--- config.mk ---
export PLATFORM = sky130hd
export DESIGN_NAME = pwm_duty_regs
export DESIGN_NICKNAME = d
export VERILOG_FILES = /design/src/rtl/pwm_regs_pkg.sv /design/src/rtl/pwm_ramp_ch.sv /design/src/rtl/pwm_duty_regs.sv
export SDC_FILE = /design/constraint.sdc
export NUM_CORES = 2
export LEC_CHECK = 0
export ABC_AREA = 1
export CORE_AREA = 5 5 442 444
export CTS_CLUSTER_DIAMETER = 30
export DETAILED_ROUTE_END_ITERATION = 6
export DIE_AREA = 0 0 447 449
export PLACE_DENSITY = 0.39
export SLEW_MARGIN = 20
export SYNTH_ARGS = -nofsm -noshare
export SYNTH_HDL_FRONTEND = slang
export SYNTH_SLANG_ARGS = --single-unit
--- constraint.sdc ---
create_clock -name clk -period 24.5 [get_ports clk]
set_clock_uncertainty 0.2 [all_clocks]
set_input_delay 4.9 -clock clk [delete_from_list [all_inputs] [get_ports clk]]
set_output_delay 4.9 -clock clk [all_outputs]
set_load 0.01 [all_outputs]
--- src/rtl/pwm_regs_pkg.sv ---
// Register map constants and bit positions for the PWM duty register bank.
package pwm_regs_pkg;

  localparam logic [3:0] ADDR_SHADOW0 = 4'd0;
  localparam logic [3:0] ADDR_CTRL    = 4'd9;
  localparam logic [3:0] ADDR_STEP    = 4'd10;
  localparam logic [3:0] ADDR_STATUS  = 4'd11;

  localparam int CTRL_COMMIT  = 0;
  localparam int CTRL_RAMP_EN = 1;
  localparam int CTRL_IRQ_EN  = 2;

  localparam int ST_PENDING = 0;
  localparam int ST_BUSY    = 1;
  localparam int ST_DONE    = 2;

endpackage

--- src/rtl/pwm_ramp_ch.sv ---
// One PWM channel: target/active pair, updated only on period_sync, either
// snapping to the target or slewing toward it by at most STEP per period.
module pwm_ramp_ch
  import pwm_regs_pkg::*;
#(
  parameter int RESOLUTION = 16
) (
  input  logic                  clk,
  input  logic                  rst,
  input  logic                  period_sync,
  input  logic                  load,
  input  logic [RESOLUTION-1:0] load_val,
  input  logic                  immediate,
  input  logic [RESOLUTION-1:0] step,
  output logic [RESOLUTION-1:0] active,
  output logic                  at_target
);

  logic [RESOLUTION-1:0] target;
  logic [RESOLUTION-1:0] target_d;
  logic [RESOLUTION-1:0] active_d;
  logic [RESOLUTION-1:0] ramp_val;
  logic [RESOLUTION:0]   diff;
  logic [RESOLUTION:0]   mag;

  // The ramp on a latching sync already heads for the newly loaded target.
  always_comb begin
    target_d = target;
    if (period_sync && load) target_d = load_val;

    diff = {1'b0, target_d} - {1'b0, active};
    mag  = diff[RESOLUTION] ? -diff : diff;

    ramp_val = target_d;
    if (mag > {1'b0, step})
      ramp_val = diff[RESOLUTION] ? (active - step) : (active + step);

    active_d = active;
    if (period_sync) active_d = immediate ? target_d : ramp_val;
  end

  // Post-update comparison; equals the registered compare outside sync cycles.
  assign at_target = (active_d == target_d);

  always_ff @(posedge clk or posedge rst) begin
    if (rst) begin
      target <= '0;
      active <= '0;
    end else begin
      target <= target_d;
      active <= active_d;
    end
  end

endmodule

--- src/rtl/pwm_duty_regs.sv ---
// Avalon-MM register bank holding double-buffered PWM duties; commits land on
// PWM period boundaries, optionally slew-limited.
module pwm_duty_regs
  import pwm_regs_pkg::*;
#(
  parameter int RESOLUTION = 16,
  parameter int NUM_CH     = 9
) (
  input  logic                         clk,
  input  logic                         rst,
  input  logic [3:0]                   avs_address,
  input  logic                         avs_write,
  input  logic [31:0]                  avs_writedata,
  input  logic                         avs_read,
  output logic [31:0]                  avs_readdata,
  input  logic                         period_sync,
  output logic [NUM_CH*RESOLUTION-1:0] duty_bus,
  output logic                         irq
);

  logic [NUM_CH-1:0][RESOLUTION-1:0] shadow;
  logic [NUM_CH-1:0]                 at_target;
  logic [RESOLUTION-1:0]             step;
  logic [RESOLUTION-1:0]             wdata;
  logic                              ramp_en;
  logic                              irq_en;
  logic                              pending;
  logic                              busy;
  logic                              done;
  logic                              all_next;
  logic                              commit_wr;
  logic                              done_clr;
  logic                              done_set;
  logic                              load;
  logic                              immediate;
  logic [31:0]                       rd_mux;
  logic                              unused_wdata;

  assign wdata        = avs_writedata[RESOLUTION-1:0];
  assign unused_wdata = ^avs_writedata[31:RESOLUTION];

  assign commit_wr = avs_write && (avs_address == ADDR_CTRL) && avs_writedata[CTRL_COMMIT];
  assign done_clr  = avs_write && (avs_address == ADDR_STATUS) && avs_writedata[ST_DONE];
  assign load      = period_sync && pending;
  assign immediate = !ramp_en || (step == '0);
  assign all_next  = &at_target;

  // A commit arriving with the sync keeps PENDING set, so DONE must wait for it too.
  assign done_set  = period_sync && (pending || busy) && all_next && !commit_wr;

  for (genvar i = 0; i < NUM_CH; i++) begin : g_ch
    always_ff @(posedge clk or posedge rst) begin
      if (rst)
        shadow[i] <= '0;
      else if (avs_write && (avs_address == 4'(ADDR_SHADOW0 + i)))
        shadow[i] <= wdata;
    end

    pwm_ramp_ch #(.RESOLUTION(RESOLUTION)) u_ch (
      .clk         (clk),
      .rst         (rst),
      .period_sync (period_sync),
      .load        (load),
      .load_val    (shadow[i]),
      .immediate   (immediate),
      .step        (step),
      .active      (duty_bus[i*RESOLUTION +: RESOLUTION]),
      .at_target   (at_target[i])
    );
  end

  always_ff @(posedge clk or posedge rst) begin
    if (rst) begin
      ramp_en <= 1'b0;
      irq_en  <= 1'b0;
      step    <= '0;
      pending <= 1'b0;
      busy    <= 1'b0;
      done    <= 1'b0;
      irq     <= 1'b0;
    end else begin
      if (avs_write && (avs_address == ADDR_CTRL)) begin
        ramp_en <= avs_writedata[CTRL_RAMP_EN];
        irq_en  <= avs_writedata[CTRL_IRQ_EN];
      end
      if (avs_write && (avs_address == ADDR_STEP)) step <= wdata;

      if (commit_wr)        pending <= 1'b1;
      else if (period_sync) pending <= 1'b0;

      busy <= !all_next;

      if (done_set)      done <= 1'b1;
      else if (done_clr) done <= 1'b0;

      irq <= done && irq_en;
    end
  end

  always_comb begin
    rd_mux = '0;
    for (int i = 0; i < NUM_CH; i++)
      if (avs_address == 4'(ADDR_SHADOW0 + i)) rd_mux = 32'(shadow[i]);
    case (avs_address)
      ADDR_CTRL: begin
        rd_mux[CTRL_RAMP_EN] = ramp_en;
        rd_mux[CTRL_IRQ_EN]  = irq_en;
      end
      ADDR_STEP:   rd_mux = 32'(step);
      ADDR_STATUS: begin
        rd_mux[ST_PENDING] = pending;
        rd_mux[ST_BUSY]    = busy;
        rd_mux[ST_DONE]    = done;
      end
      default: ;
    endcase
  end

  always_ff @(posedge clk or posedge rst) begin
    if (rst)           avs_readdata <= '0;
    else if (avs_read) avs_readdata <= rd_mux;
    else               avs_readdata <= '0;
  end

endmodule
# == Word-level counts from Yosys, hierarchy flattened ==
# Cells that the tools add are included.
# totals
latchBits,0
ff_bits,486
memories,0
mem_bits_rw,0
mem_bits_ro,0
inputBits,41
out_inout_bits,177
word_cells,201
# classes
shift,0
magnitude_cmp,9
n_eq_ne,20
mul,0
div_mod_pow,0
n_bitwise,0
n_mux,71
n_reduce_logical,30
add_sub_neg,36
# op_table
cell,n
two-way mux 16 bit,46
two-way mux 32 bit,9
greater-than comparator 17 x 16 -> 1 bit,9
two-way mux 17 bit,9
negation 17 bit,9
subtractor 16 x 16 -> 17 bit,9
adder 16 bit,9
== test 16 bit,9
subtractor 16 bit,9
two-way mux 29 bit,1
logical AND 1 bit,20
"== test 4 x 3 -> 1 bit, second input constant",4
"== test 4 bit, second input constant",4
logical NOT 16 bit,1
AND reduction 9 bit,1
"== test 4 x 2 -> 1 bit, second input constant",2
case mux 2 bit (3 select lines),1
"== test 4 x 1 -> 1 bit, second input constant",1
logical NOT 4 bit,1
two-way mux 1 bit,4
nonzero test 2 bit,2
logical NOT 1 bit,3
logical OR 1 bit,2
case mux 1 bit (2 select lines),1

# == Logic depth before layout (Yosys ltp) ==
# depth
ltp_word,15
mapped_depth,51
mapped_depth_nobuf,46

# == Cells and area by module ==
# Synthesis repeated with hierarchy kept, for this count alone.
# unflattened
cells_unflattened,8008
hier_area_um2,51032.7
# by_module_without_submodules
module,cells_per_inst,seq_area_each_um2,area_each_um2,instances
pwm_ramp_ch at g_ch[0].u_ch ...,780,800.8,4787.1,4
pwm_ramp_ch at g_ch[6].u_ch ...,783,800.8,4735.8,2
pwm_duty_regs,980,4554.4,8159.1,1
pwm_ramp_ch at g_ch[1].u_ch,780,800.8,4797.1,1
pwm_ramp_ch at g_ch[8].u_ch,784,800.8,4737.0,1
pwm_ramp_ch at g_ch[2].u_ch,778,800.8,4719.5,1

# == Worst setup path after synthesis ==
# Ideal clock, no wire load.
# synth_path
path_kind,input port to flip-flop
startpoint,in period_sync
endpoint,reg done
t_required_ns,24.235
path_stages,39
t_arrival_ns,10.217
setup_time_ns,0.065
path_slack_ns,14.018
n_path_buf,4
path_cell_list,clkbuf_1 > nand2_1 > clkbuf_1 > clkbuf_1 > nand2_1 > o21ai_0 > ha_1 > inv_1 > fa_1 > nand3_1 > nand2_1 > nand2_1 > nand2_1 > nor3_1 > nand3_1 > nor3b_1 > nand3_1 > nor2_1 > [3 not listed] > nand4_1 > or4_1 > nor3_1 > nand2_2 > nand3_4 > buf_6 > nand2_1 > nand3_1 > nand2_1 > nand2_1 > nand2_1 > nor2_1 > nand2_1 > nor2_1 > nand3_1 > nor2_2 > nand4_1 > nand2_1
# synth_via
elab_chain_cells,15
elab_cells_between_ends,98
classes_between,add/sub: 18; order compare: 9; eq/ne: 9; mux: 55; reduce/logical: 7
# synth_lines
item,line,source
"start, declared",pwm_duty_regs.sv:16,"input logic period_sync,"
logical AND 1 bit,pwm_duty_regs.sv:44,assign load = period_sync && pending;
logical AND 1 bit,pwm_ramp_ch.sv:29,if (period_sync && load) target_d = load_val;
two-way mux 16 bit,pwm_ramp_ch.sv:29,
subtractor 16 x 16 -> 17 bit,pwm_ramp_ch.sv:31,"diff = {1'b0, target_d} - {1'b0, active};"
negation 17 bit,pwm_ramp_ch.sv:32,mag = diff[RESOLUTION] ? -diff : diff;
two-way mux 17 bit,pwm_ramp_ch.sv:32,
greater-than comparator 17 x 16 -> 1 bit,pwm_ramp_ch.sv:35,"if (mag > {1'b0, step})"
two-way mux 16 bit,pwm_ramp_ch.sv:35,
two-way mux 16 bit (2 in series),pwm_ramp_ch.sv:39,if (period_sync) active_d = immediate ? target_d : ramp_val;
== test 16 bit,pwm_ramp_ch.sv:43,assign at_target = (active_d == target_d);
AND reduction 9 bit,pwm_duty_regs.sv:46,assign all_next = &at_target;
logical AND 1 bit (*) (2 in series),pwm_duty_regs.sv:49,assign done_set = period_sync && (pending || busy) && all_next && !commit_wr;
two-way mux 1 bit / nonzero test 2 bit (equally long branches),--,
"end signal, assigned",pwm_duty_regs.sv:79,done <= 1'b0;
"end signal, assigned",pwm_duty_regs.sv:93,if (done_set) done <= 1'b1;
"end signal, assigned",pwm_duty_regs.sv:94,else if (done_clr) done <= 1'b0;
"end, declared",pwm_duty_regs.sv:29,logic done;
# Every way passes the cells marked *; elsewhere a longest branch is shown, timed or not.
# A chain may end at the register's enable or synchronous reset.

# == Worst setup path in the final report ==
# layout_path
startpoint,in period_sync
endpoint,reg done
# layout_via
elab_chain_cells,15
elab_cells_between_ends,98
classes_between,add/sub: 18; order compare: 9; eq/ne: 9; mux: 55; reduce/logical: 7
# layout_lines
item,line,source
logical AND 1 bit,pwm_duty_regs.sv:44,
logical AND 1 bit (*),pwm_ramp_ch.sv:29,
two-way mux 16 bit (*),pwm_ramp_ch.sv:29,
net g_ch[1].u_ch.target_d[1],pwm_ramp_ch.sv:20,logic [RESOLUTION-1:0] target_d;
subtractor 16 x 16 -> 17 bit,pwm_ramp_ch.sv:31,
negation 17 bit,pwm_ramp_ch.sv:32,
two-way mux 17 bit,pwm_ramp_ch.sv:32,
greater-than comparator 17 x 16 -> 1 bit,pwm_ramp_ch.sv:35,
two-way mux 16 bit,pwm_ramp_ch.sv:35,
two-way mux 16 bit (2 in series),pwm_ramp_ch.sv:39,
== test 16 bit (*),pwm_ramp_ch.sv:43,
AND reduction 9 bit (*),pwm_duty_regs.sv:46,
logical AND 1 bit (*) (2 in series),pwm_duty_regs.sv:49,
two-way mux 1 bit / nonzero test 2 bit (equally long branches),--,
# Mark *: on every way through the listed nets, which the timed path passes. The rest lies on a longest branch.

==> metrics.yaml <==
cts:
  cts_made_buffers: 173
  clock_latency_ns: 0.80
  postCtsSetupBuffers: 0
  cts_resized: 0
  cts.path.max_buffers: 3
  cts.clk_slew.worst_paths_ns: 0.04
  htreeDepth: 4
  cts_root_buffer: "clkbuf_16"
  holdBufCountCts: 0
  cts.sinks: 470
  cts_tree: "done"
worst_setup_path:
  rrSetupSlack_ns: 15.54
  slowest_delay_ns: 0.75
  cp_num_buf_inv: 4
  cp_data_arrival_time_ns: 13.55
  cp.required_ns: 25.01
  rr_endpoint: "done"
  cp_num_cells: 38
  crit_path_end_kind: "register"
  cp_slowest_cell: "buf_4"
  cp_common_cell: "nand2_1"
  path_class: "primary input to register"
  worstRegToRegCells: 37
  r2r_start: "pending"
  path_delay_family: "simple AND/OR/NAND/NOR gates"
  critPathMaxFanout: 84
  cp-start-kind: "primary input"
synthesis:
  synth_edf_count: 0
  netlist_instances: 7429
  synth_area_um2: 47520
  yosys-top-cells-count: "2,457 x nand2_1, 1,219 x inv_1, 564 x o21ai_0"
  synth_ff_type: "dfrtp_1"
  synth.distinct_cells: 63
  synth_top_cell_by_area: "dfrtp_1"
  yosysWarnings: 0
  yosysSeqAreaShare_pct: 24.75
  synth_compound_area_share_pct: 12.55
  synth-simple-area-share_pct: 33.25
  synth_xor_area_share_pct: 5.266
  synth-async-reset-ratio_pct: 100.0
  synth.avg_cell_area_um2: 6.397
  synthMuxAreaShare_pct: 0.2370
  synthTopCellsByArea: "dfrtp_1 25%, nand2_1 19%, ha_1 11%, inv_1 9.6%, o21ai_0 5.9%"
  ys_seq_elements: 470
  yosysTopAreaCellShare_pct: 24.75
  synth_top_family_by_area: "simple AND/OR/NAND/NOR gates"
  synth-adder-area-share_pct: 12.16
  yosysMostFrequentCell: "nand2_1"
grt:
  grt_pass1_vias: 46070
  grt_max_degree: 149
  grt_remaining_overflow: 0
  grt_antenna_before_repair: 23
  grt_pass1_wl_um: 313000
  grt_use_total_pct: 21.13
routing:
  wirelength_um: 217500
  drtAntennaViolNets: 0
  avgViaCountPerCell: 4.686
  drc_errors: 0
  dr.pass1.iters: 6
  vias: 48820
  routedWlPerCell_um: 20.88
  drt_iter0_drc: 3961
sta:
  tightestPinTransition_ns: 1.176
  max_freq_mhz: 76.69
  maxSlewViolCount: 0
  setup-tns-final_ns: 0
  period_share_pct: 53.22
  slew_headroom_pct: 21.51
  setup_violations: 0
  rsz0062_at_grt: "false"
  hold_viol: 0
  layout_min_cycle_time_ns: 13.04
placement:
  numPortBuffers: 185
  place_congestion: 0.9275
  post-dp-hpwl_um: 164700
  place_inst: 10090
run:
  drv_cap: 0
floorplanning:
  dieArea_um2: 200700
  core-area_um2: 191200
  die_x_um: 447
  rows: 161
  initial_utilization_pct: 24.86
  die_h_um: 449
  pin_count: 218
final_layout:
  nets: 8235
  drive_above_1_share_pct: 7.637
  fin_cells: 10420
  area.growth.synth_to_final_pct: 24.12
pwr:
  powerDensity_nw_per_um2: 183.5
  ir_worst_vdd_mv: 0.07451
  leakage_nw: 31.02
worst_hold_path:
  worstHoldStart: "shadow[21]"
  whs_endpoint: "shadow[21]"
  min_path_cells: 2
  holdCritPathClass: "register to register"
run_status:
  status: "completed"
-- power by group --
group | switching, mW | internal, mW | leakage [nW]
Sequential | 0.290 | 1.00 | 5.89
Combinational | 4.68 | 2.63 | 22.2
Clock | 0.669 | 1.56 | 2.94
Total | 5.64 | 5.18 | 31.0
-- cell families (layout without fill, tap and decap cells) --
group | after synthesis | count (layout)
and+or+nand+nor | 3711 | 3711
buffers and inverters | 1438 | 1877
AOI/OAI and AO/OA | 1070 | 1070
DFF | 470 | 470
adders and majority gates | 451 | 451
xor gates and xnor gates | 278 | 278
muxes | 10 | 10
other | 1 | 25
-- area by class of cell --
cell class	count	area [um2]
Antenna cell	9	22.52
Clock buffer	250	5019
Timing Repair Buffer	337	3024
Fill cell	20970	132200
Tap cell	2526	3161
Inverter	1225	4611
Sequential cell	470	11770
Clock inverter	65	996.0
Multi-Input combinational cell	5536	30390
-- worst register-to-register path: cells and delay by family (launching register included) --
family / cells / cell delay [ns]
compound gates: 2 / 0.73
xor+xnor: 1 / 0.11
fa+ha+maj: 2 / 0.83
buf+inv: 3 / 1.54
flops: 1 / 0.44
simple gates: 29 / 5.05
-- sequential cells by signal (all words and copies together) (netlist names) --
| signal | cells |
|---|---|
| irq_en | 1 |
| busy | 1 |
| avs_readdata | 16 |
| step | 16 |
| pending | 1 |
| g_ch.u_ch.active | 144 |
| shadow | 144 |
| irq | 1 |
| done | 1 |
| ramp_en | 1 |
| g_ch.u_ch.target | 144 |
-- metrics by stage --
step / hold WS, ns / util [%] / power [mW] / worst slack, ns / area, um2
CTS: 0.2826 / 30.84 / 10.91 / 11.51 / 58960
global route: 0.2963 / 30.85 / 11.93 / 10.69 / 58970
global placement: 0.2646 / 27.69 / 8.567 / 10.78 / 52940
finish: 0.2781 / 30.86 / 10.82 / 11.46 / 58990
floorplan: 0.2530 / - / 6.437 / 6.291 / 47580
detailed placement: 0.2727 / 27.70 / 8.605 / 10.72 / 52940
-- metal layers --
metal	part of all wire, %	wire (um)	GRT usage (%)	vias up
met2	45	97820	34.08	1234
li1	-	-	-	24430
met5	0.0060	13	0	-
met3	5.7	12390	3.640	279
met4	2.9	6409	6.313	2
met1	46	100900	28.84	22880
-- placed cells by master (no fill, tap or decap), types with 12 or more instances in the layout --
cell type	instances
a211oi_1	23
a21oi_1	283
a31oi_1	13
buf_4	148
bufinv_16	14
clkbuf_1	37
clkbuf_16	173
clkbuf_8	40
clkdlybuf4s50_1	184
clkinv_2	33
conb_1	16
dfrtp_1	467
fa_1	18
ha_1	433
inv_1	1207
nand2_1	2456
nand2_2	25
nand2_4	17
nand3_1	525
nand3_2	28
nand3b_1	119
nand4_1	70
nor2_1	376
nor2_2	16
nor3_1	43
o2111ai_1	14
o211ai_1	61
o21ai_0	562
o21ai_2	21
o21bai_1	12
o221ai_1	17
xnor2_1	88
xor2_1	173
-- worst max-delay path by stage --
stage                      startpoint         endpoint  slack (ns)
after CTS                 period_sync             done       11.51
after global placement    period_sync             done       10.78
final                     period_sync             done       11.46
after floorplan                   rst  avs_readdata[0]        6.29
after global routing      period_sync             done       10.69
after detailed placement  period_sync             done       10.72
(Power assumes the default switching activity.)
